File: src/rtl/seq_divider_pkg.sv
// Shared definitions for the sequential signed divider: state encoding,
// divide-by-zero result constant and counter sizing.
package seq_divider_pkg;

  typedef enum logic [1:0] {
    IDLE = 2'd0,
    CALC = 2'd1,
    FIX  = 2'd2
  } state_t;

  // Replicated across the full width to form the all-ones (-1) quotient.
  localparam logic DBZ_QUOTIENT_BIT = 1'b1;

  function automatic int cnt_width(input int width);
    return $clog2(width + 1);
  endfunction

endpackage

File: src/rtl/seq_divider_csa.sv
// Adder computing a + b + cin; the divider uses it as its trial subtractor.
module seq_divider_csa #(
  parameter int W = 33
) (
  input  logic [W-1:0] a,
  input  logic [W-1:0] b,
  input  logic         cin,
  output logic [W-1:0] sum
);

  always_comb begin
    sum = a + b + {{(W-1){1'b0}}, cin};
  end

endmodule

File: src/rtl/seq_divider.sv
// Sequential signed divider: radix-2 restoring division on operand magnitudes,
// one quotient bit per clock, followed by a single sign-fix cycle.
module seq_divider
  import seq_divider_pkg::*;
#(
  parameter int WIDTH = 32
) (
  input  logic             clk,
  input  logic             rst_n,
  input  logic             start,
  input  logic [WIDTH-1:0] dividend,
  input  logic [WIDTH-1:0] divisor,
  output logic             busy,
  output logic             done,
  output logic [WIDTH-1:0] quotient,
  output logic [WIDTH-1:0] remainder,
  output logic             div_by_zero
);

  localparam int CW = cnt_width(WIDTH);
  localparam logic [WIDTH-1:0] ONE      = {{(WIDTH-1){1'b0}}, 1'b1};
  localparam logic [WIDTH-1:0] ZERO     = {WIDTH{1'b0}};
  localparam logic [CW-1:0]    CNT_ONE  = {{(CW-1){1'b0}}, 1'b1};
  localparam logic [CW-1:0]    CNT_LAST = CW'(WIDTH - 1);

  state_t state, state_next;

  logic [WIDTH-1:0] q_reg;
  logic [WIDTH-1:0] d_reg;
  // Partial remainder stays below D, so its top bit is always zero and only
  // the trial difference needs the extra sign bit.
  logic [WIDTH-1:0] r_reg;
  logic [CW-1:0]    cnt;
  logic             sign_q;
  logic             sign_r;
  logic             zero_flag;

  logic [WIDTH:0]   r_shift;
  logic [WIDTH:0]   trial;
  logic             restore;
  logic [WIDTH-1:0] dividend_mag;
  logic [WIDTH-1:0] divisor_mag;
  logic [WIDTH-1:0] q_neg;
  logic [WIDTH-1:0] r_neg;
  logic             divisor_zero;
  logic             last_iter;

  seq_divider_csa #(.W(WIDTH + 1)) u_trial (
    .a   (r_shift),
    .b   (~{1'b0, d_reg}),
    .cin (1'b1),
    .sum (trial)
  );

  always_comb begin
    r_shift      = {r_reg, q_reg[WIDTH-1]};
    restore      = trial[WIDTH];
    dividend_mag = dividend[WIDTH-1] ? (~dividend + ONE) : dividend;
    divisor_mag  = divisor[WIDTH-1]  ? (~divisor + ONE)  : divisor;
    q_neg        = ~q_reg + ONE;
    r_neg        = ~r_reg + ONE;
    divisor_zero = (divisor == ZERO);
    last_iter    = (cnt == CNT_LAST);
  end

  always_ff @(posedge clk or negedge rst_n) begin
    if (!rst_n) begin
      state <= IDLE;
    end else begin
      state <= state_next;
    end
  end

  always_comb begin
    state_next = state;
    case (state)
      IDLE: begin
        if (start) begin
          state_next = divisor_zero ? FIX : CALC;
        end else begin
          state_next = IDLE;
        end
      end
      CALC: begin
        if (last_iter) begin
          state_next = FIX;
        end else begin
          state_next = CALC;
        end
      end
      FIX:     state_next = IDLE;
      default: state_next = IDLE;
    endcase
  end

  // Datapath and registered outputs; results move only on the edge raising done.
  always_ff @(posedge clk or negedge rst_n) begin
    if (!rst_n) begin
      q_reg       <= ZERO;
      d_reg       <= ZERO;
      r_reg       <= ZERO;
      cnt         <= {CW{1'b0}};
      sign_q      <= 1'b0;
      sign_r      <= 1'b0;
      zero_flag   <= 1'b0;
      busy        <= 1'b0;
      done        <= 1'b0;
      quotient    <= ZERO;
      remainder   <= ZERO;
      div_by_zero <= 1'b0;
    end else begin
      done <= 1'b0;
      case (state)
        IDLE: begin
          if (start) begin
            busy  <= 1'b1;
            r_reg <= ZERO;
            cnt   <= {CW{1'b0}};
            if (divisor_zero) begin
              zero_flag <= 1'b1;
              q_reg     <= dividend;
            end else begin
              zero_flag <= 1'b0;
              q_reg     <= dividend_mag;
              d_reg     <= divisor_mag;
              sign_q    <= dividend[WIDTH-1] ^ divisor[WIDTH-1];
              sign_r    <= dividend[WIDTH-1];
            end
          end else begin
            busy <= 1'b0;
          end
        end
        CALC: begin
          r_reg <= restore ? r_shift[WIDTH-1:0] : trial[WIDTH-1:0];
          q_reg <= {q_reg[WIDTH-2:0], ~restore};
          cnt   <= cnt + CNT_ONE;
        end
        FIX: begin
          busy <= 1'b0;
          done <= 1'b1;
          if (zero_flag) begin
            quotient    <= {WIDTH{DBZ_QUOTIENT_BIT}};
            remainder   <= q_reg;
            div_by_zero <= 1'b1;
          end else begin
            quotient    <= sign_q ? q_neg : q_reg;
            remainder   <= sign_r ? r_neg : r_reg;
            div_by_zero <= 1'b0;
          end
        end
        default: begin
          busy <= 1'b0;
        end
      endcase
    end
  end

endmodule

File: config.mk
export PLATFORM = sky130hd
export DESIGN_NAME = seq_divider
export DESIGN_NICKNAME = d
export VERILOG_FILES = /design/src/rtl/seq_divider_pkg.sv /design/src/rtl/seq_divider_csa.sv /design/src/rtl/seq_divider.sv
export SDC_FILE = /design/constraint.sdc
export NUM_CORES = 1
export LEC_CHECK = 0
export ABC_AREA = 1
export CAP_MARGIN = 20
export CORE_ASPECT_RATIO = 1.5
export CORE_MARGIN = 3
export CORE_UTILIZATION = 35
export CTS_CLUSTER_DIAMETER = 30
export DETAILED_ROUTE_END_ITERATION = 8
export HOLD_SLACK_MARGIN = 0.06
export PLACE_DENSITY = 0.59
export SETUP_SLACK_MARGIN = 0.15
export SLEW_MARGIN = 20
export SYNTH_ARGS = -nofsm -noshare
export SYNTH_HDL_FRONTEND = slang
export SYNTH_SLANG_ARGS = --single-unit
File: constraint.sdc
create_clock -name clk -period 7.4 [get_ports clk]
set_clock_uncertainty 0.15 [all_clocks]
set_input_delay 0.74 -clock clk [delete_from_list [all_inputs] [get_ports clk]]
set_output_delay 0.74 -clock clk [all_outputs]
set_load 0.02 [all_outputs]
==> impl_metrics.ini, run 1 <==
[timing]
post-route-period-util = 0.443
maxSlewHeadroom = 0.316
drv_slew = 0
finalHoldViolations = 0
worst_slew_pin_slew_ns = 1.02
rsz0062_at_grt = false
clock.fmax_ghz = 0.305
period_needed_ns = 3.28
finalSetupViolations = 0
setup_tns_ns = 0

[die]
dieArea_mm2 = 0.0408
initial_core_util = 0.356
fp.dieW_um = 166
pin_count = 134
die_h_um = 246
core_area_mm2 = 0.0378
placementRows = 87

[placed_design]
port_buffers = 133
routabilityCongestion = 0.915
dpl.hpwl_um = 36700
dp.cells = 2664

[layout]
antenna_cells = 0
synthToLayoutAreaGrowth_pct = 17.2
instances_no_fill = 2695
n_fill_cell = 4032
layout.nets = 2299
multiInputGateArea_mm2 = 0.00761
drive_gt1_frac = 0.0431
regArea_mm2 = 0.00435

[critical_path]
cp-end-kind = flop
cp_max_fo = 20
crit_type = flop to flop
crit_required_ns = 7.58
rr_worst_depth = 17
cp.arrival_ns = 3.46
cp-start-kind = flop

[power]
powerDensity_mw_per_mm2 = 484
comb_power_share = 0.623
clkPwrFrac = 0.121
power.switching_mw = 4.05
p_seq_frac = 0.255
internal_power_mw = 3.58
ir_worst_vdd_uv = 207
p_leak_nw = 7.96
switching_share = 0.530
total_power_mw = 7.63

[clock_network]
clkLatencyLatePin_ns = 0.46
post_cts_buffers = 0
cts_root_buf = clkbuf_16
clk_pin_slew_ns = 0.07
cts_buffer_depth = 2
cts_buffers = 17
cts_tree = yes
ctsResizeCount = 0
cts_sinks = 174
cts_hold_buf = 0
htreeDepth = 4

[logic_synthesis]
yosys_warnings = 0
async_flop_share = 1.00
synth_most_common_cell = nand2_1
ys_top_cells_by_count = nand2_1, inv_1, nand3_1
synth.distinct_cells = 50
netlist_area_mm2 = 0.0134
synth-seq-cells = 174
synth_area_leaders = dfrtp_1, nand2_1, nand3_1, inv_1, nor2_1
synth-seq-area-share = 0.324
synth.avg_cell_area_um2 = 6.40
synth_top_area_cell = dfrtp_1
synth_top_area_share = 0.324
synth_edf_count = 0
postSynthCellCount = 2098
ys.flop_type = dfrtp_1
syn-num-nets = 2203

[detailed_routing]
routed-via-count = 13761
initialDrtViolationCount = 1017
drt-vias-per-instance = 5.11
wirelength_um = 46100
post_drt_wl_per_cell_um = 17.1
final_antenna_net_count = 0
drcViolationCount = 0
drt_pass1_iterations = 5

[grt]
track_usage = 0.222
grt_pass1_wl_um = 71300
grt_pass1_vias = 13099
antenna_found_initial = 0
gr-total-overflow = 0
grt_max_degree = 102

[min_path]
hold_path.class = input pin to asynchronous set/reset pin

[status]
status = finished clean

[flow_run]
maxCapViolCount = 0
==> layer usage <==
layer | up-vias | track usage | share of wire
li1 | 6917 | - | -
met1 | 6394 | 0.246 | 0.40
met2 | 340 | 0.403 | 0.50
met3 | 110 | 0.0247 | 0.032
met4 | 0 | 0.142 | 0.068
met5 | - | 0 | 0
==> final cells by class <==
type | instances | share of cell area
clock buffers | 20 | 0.0290
clock inverters | 11 | 0.00834
flip-flops and latches | 174 | 0.276
repair buffers | 143 | 0.0893
multi-input cells | 1543 | 0.483
well taps | 489 | 0.0388
inverters | 315 | 0.0751
==> final timing paths <==
check | endpoint | slack [ns] | startpoint
max | r_reg[0] | 4.12 | q_reg[31]
min | r_reg[0] | 0.20 | rst_n
max reg2reg | r_reg[0] | 4.12 | q_reg[31]
min reg2reg | busy | 0.34 | busy
max in group asynchronous | q_reg[10] | 5.38 | rst_n
min in group clk | busy | 0.34 | busy
==> critical path: stages, from the launching register on <==
cell	delay, ns
dfrtp_1	0.38
inv_1	0.11
ha_1	0.31
fa_1	0.43
inv_1	0.09
nand2_1	0.05
nand2_1	0.09
nand3_1	0.10
nand2_2	0.14
nand2_2	0.07
nand2_2	0.10
nand2_4	0.08
nand2_4	0.08
nand2_4	0.16
nand2_2	0.37
nand2_1	0.09
nand3_1	0.23
nand2_1	0.09
==> cell usage in the layout (no fill, tap or decap), drive strengths merged, types with 2 or more instances in the layout <==
cell,Yosys,final
o21bai,15,15
ha,37,37
o21ai,108,108
nand3b,16,16
a21o,2,2
o31ai,4,4
clkinvlp,0,3
nor4,4,4
nand2,684,684
a22oi,21,21
a31oi,16,16
o22a,2,2
and2,6,6
nor2,187,187
xor2,36,36
nor3,29,29
nand4,27,27
or2,9,9
clkinv,0,3
o22ai,8,8
o211ai,10,10
nand3,246,246
xnor2,16,16
buf,26,11
inv,315,318
bufinv,0,2
clkbuf,40,20
a21oi,44,44
dfrtp,174,174
o221ai,11,11
clkdlybuf4s50,0,132
==> per-stage QoR <==
stage                     instance area (um2)  hold slack [ns]   util  setup slack [ns]
final                                   15800            0.198  0.417              4.12
after global routing                    15800            0.294  0.417              3.90
after CTS                               15800            0.299  0.417              4.10
after detailed placement                15200            0.328  0.402              3.68
after global placement                  15200            0.325  0.402              3.85
after floorplan                         13400            0.294      -              5.07
==> cell families (layout without fill, tap and decap cells) <==
kind of cell	Yosys count	after routing	share of synthesized area
xor+xnor	52	52	0.0339
buf+inv	381	489	0.111
fa+ha+maj	38	38	0.0359
flops	174	174	0.324
simple gates	1209	1209	0.386
compound gates	244	244	0.109
==> power groups by stage <==
stage / sequential, mW / combinational [mW] / clock [mW]
3_3_place_gp: 1.96 / 4.68 / 0
3_5_place_dp: 1.97 / 4.75 / 0
5_1_grt: 1.99 / 5.40 / 0.978
6_report: 1.95 / 4.76 / 0.924
2_1_floorplan: 1.81 / 3.39 / 0
4_1_cts: 1.95 / 4.77 / 0.937
No activity file was read; power rests on OpenSTA's default activity.
==> run 2: changes to the inputs <==
--- a/config.mk
+++ b/config.mk
@@ -13,7 +13,7 @@
 export CTS_CLUSTER_DIAMETER = 30
 export DETAILED_ROUTE_END_ITERATION = 8
 export HOLD_SLACK_MARGIN = 0.06
-export PLACE_DENSITY = 0.59
+export PLACE_DENSITY = 0.61
 export SETUP_SLACK_MARGIN = 0.15
 export SLEW_MARGIN = 20
 export SYNTH_ARGS = -nofsm -noshare
==> constraint.sdc (replaced) <==
create_clock -name clk -period 2.7 [get_ports clk]
set_clock_uncertainty 0.15 [all_clocks]
set_input_delay 0.27 -clock clk [delete_from_list [all_inputs] [get_ports clk]]
set_output_delay 0.27 -clock clk [all_outputs]
set_load 0.02 [all_outputs]
==> run 2 against run 1 <==
- combinational power grew to 3.1 times the previous value
- register-to-register slack worse by 3.9 ns
- critical path depth is 5 lower
==> impl_metrics.ini, run 2 (synthesized netlist as in run 1, its figures left out) <==
[status]
status = finished clean

[detailed_routing]
wirelength_um = 47700
initialDrtViolationCount = 1078
drcViolationCount = 0
routed-via-count = 14277
final_antenna_net_count = 0
drt_pass1_iterations = 6
drt-vias-per-instance = 5.15
post_drt_wl_per_cell_um = 17.2

[critical_path]
crit_chain = ha_2, nand2_1, nor2_1, inv_1, nor3_2, nand2_1, nand2_1, nand2_1, nand3_1, nand3_1, nand2_1, nand2_1
cp_max_fo = 5
cp.arrival_ns = 2.64
crit_path_frequent_cell = nand2_1
crit_type = flop to flop
crit_required_ns = 2.90
max_stage_delay_ns = 0.47
slowest_stage = dfrtp_2
path_buf_inv = 1
cp.depth = 12
cp-end-kind = flop
critical-path-top-delay-family = simple AND/OR/NAND/NOR gates
cp-start-kind = flop
rr_worst_depth = 12

[clock_network]
cts_tree = yes
cts_buffer_depth = 2
cts_root_buf = clkbuf_16
clk_pin_slew_ns = 0.07
cts_sinks = 174
cts_buffers = 17
clkLatencyLatePin_ns = 0.45
htreeDepth = 4

[power]
internal_power_mw = 10.7
power.switching_mw = 11.6
switching_share = 0.520
p_seq_frac = 0.227
clkPwrFrac = 0.111
powerDensity_mw_per_mm2 = 1340
p_leak_nw = 8.37
comb_power_share = 0.663
ir_worst_vdd_uv = 547

[layout]
drive_gt1_frac = 0.0894
antenna_cells = 0
layout.nets = 2374
synthToLayoutAreaGrowth_pct = 23.6
mostFrequentLayoutCell = nand2_1
utilization = 0.440
final_cell_mix = nand2_1, inv_1, nand3_1, nor2_1, dfrtp_1

[timing]
worst_slew_pin_slew_ns = 0.725
timing.hold.ws_ns = 0.119
clock.fmax_ghz = 0.410
finalSetupViolations = 0
maxSlewHeadroom = 0.516
drv_slew = 0
finalHoldViolations = 0
post-route-period-util = 0.903
rsz0062_at_grt = false
fin_ws_ns = 0.262
period_needed_ns = 2.44

[grt]
gr-total-overflow = 0
grt_pass1_vias = 13726
grt_max_degree = 65
grt_pass1_wl_um = 73500
antenna_found_initial = 0
track_usage = 0.229

[placed_design]
dpl.hpwl_um = 38500
port_buffers = 133
pre_cts_ws_ns = -0.121
routabilityCongestion = 1.01

[die]
placementRows = 87
dieArea_mm2 = 0.0408
initial_core_util = 0.356
core_area_mm2 = 0.0378
fp.dieW_um = 166
die_h_um = 246
pin_count = 134

[min_path]
hold_path.class = input pin to asynchronous set/reset pin

[flow_run]
maxCapViolCount = 0
## run 2: worst reg2reg max path, delay by kind of cell, from the launching register on
family	cells	cell delay, ns
adders and majority gates	1	0.41
buffers and inverters	1	0.11
DFF	1	0.47
and+or+nand+nor	10	1.21
## run 2: path summary, 6_finish.rpt
path	to	from	slack, ns
worst max-delay path	r_reg[29]	r_reg[11]	0.26
worst min register to register	d_reg[6]	d_reg[6]	0.34
min in group clk	d_reg[0]	divisor[0]	0.28
worst min-delay path	d_reg[4]	rst_n	0.12
worst max register to register	r_reg[29]	r_reg[11]	0.26
max in group asynchronous	r_reg[11]	rst_n	1.58
## run 2: power groups by stage
stage               sequential (mW)  clock (mW)  combinational [mW]
detailed placement             5.02           0                14.1
floorplan                      4.96           0                9.28
CTS                            4.98        2.52                14.2
global placement               5.01           0                13.9
finish                         5.05        2.47                14.8
global route                   5.13        2.63                16.5
## run 2: per-stage QoR
step	cells	area [um2]	setup TNS [ns]	power [mW]
after floorplan	2098	13400	0	14.2
after global placement	2735	15800	-0.120	18.9
after detailed placement	2735	15800	-0.121	19.1
after CTS	2768	16400	0	21.7
after global routing	2771	16600	0	24.3
final	2771	16600	0	22.3
## run 2: cell type report
type	count	area, um2
inverter	315	1180
clock inverter	13	133
multi-input combinational	1543	7780
sequential	174	4360
clock buffer	19	443
timing repair buffer	218	2090
fill	3913	21200
tap	489	612
## run 2: per-layer routing
layer / part of all wire / vias up / global-route usage / wire length [um]
met3: 0.037 / 122 / 0.0260 / 1750
met2: 0.52 / 444 / 0.423 / 24600
met1: 0.39 / 6647 / 0.249 / 18400
li1: - / 7064 / - / -
met5: 0 / - / 0 / 0
met4: 0.063 / 0 / 0.142 / 2990
## run 2: timing repair
item,in CTS,in global routing
setup endpoints to repair,9,36
cloned,0,2
hold buffers,1,0
buffers inserted,0,1
resized for setup,2,42
pin swaps,0,3
endpoints found under the hold margin,174,0
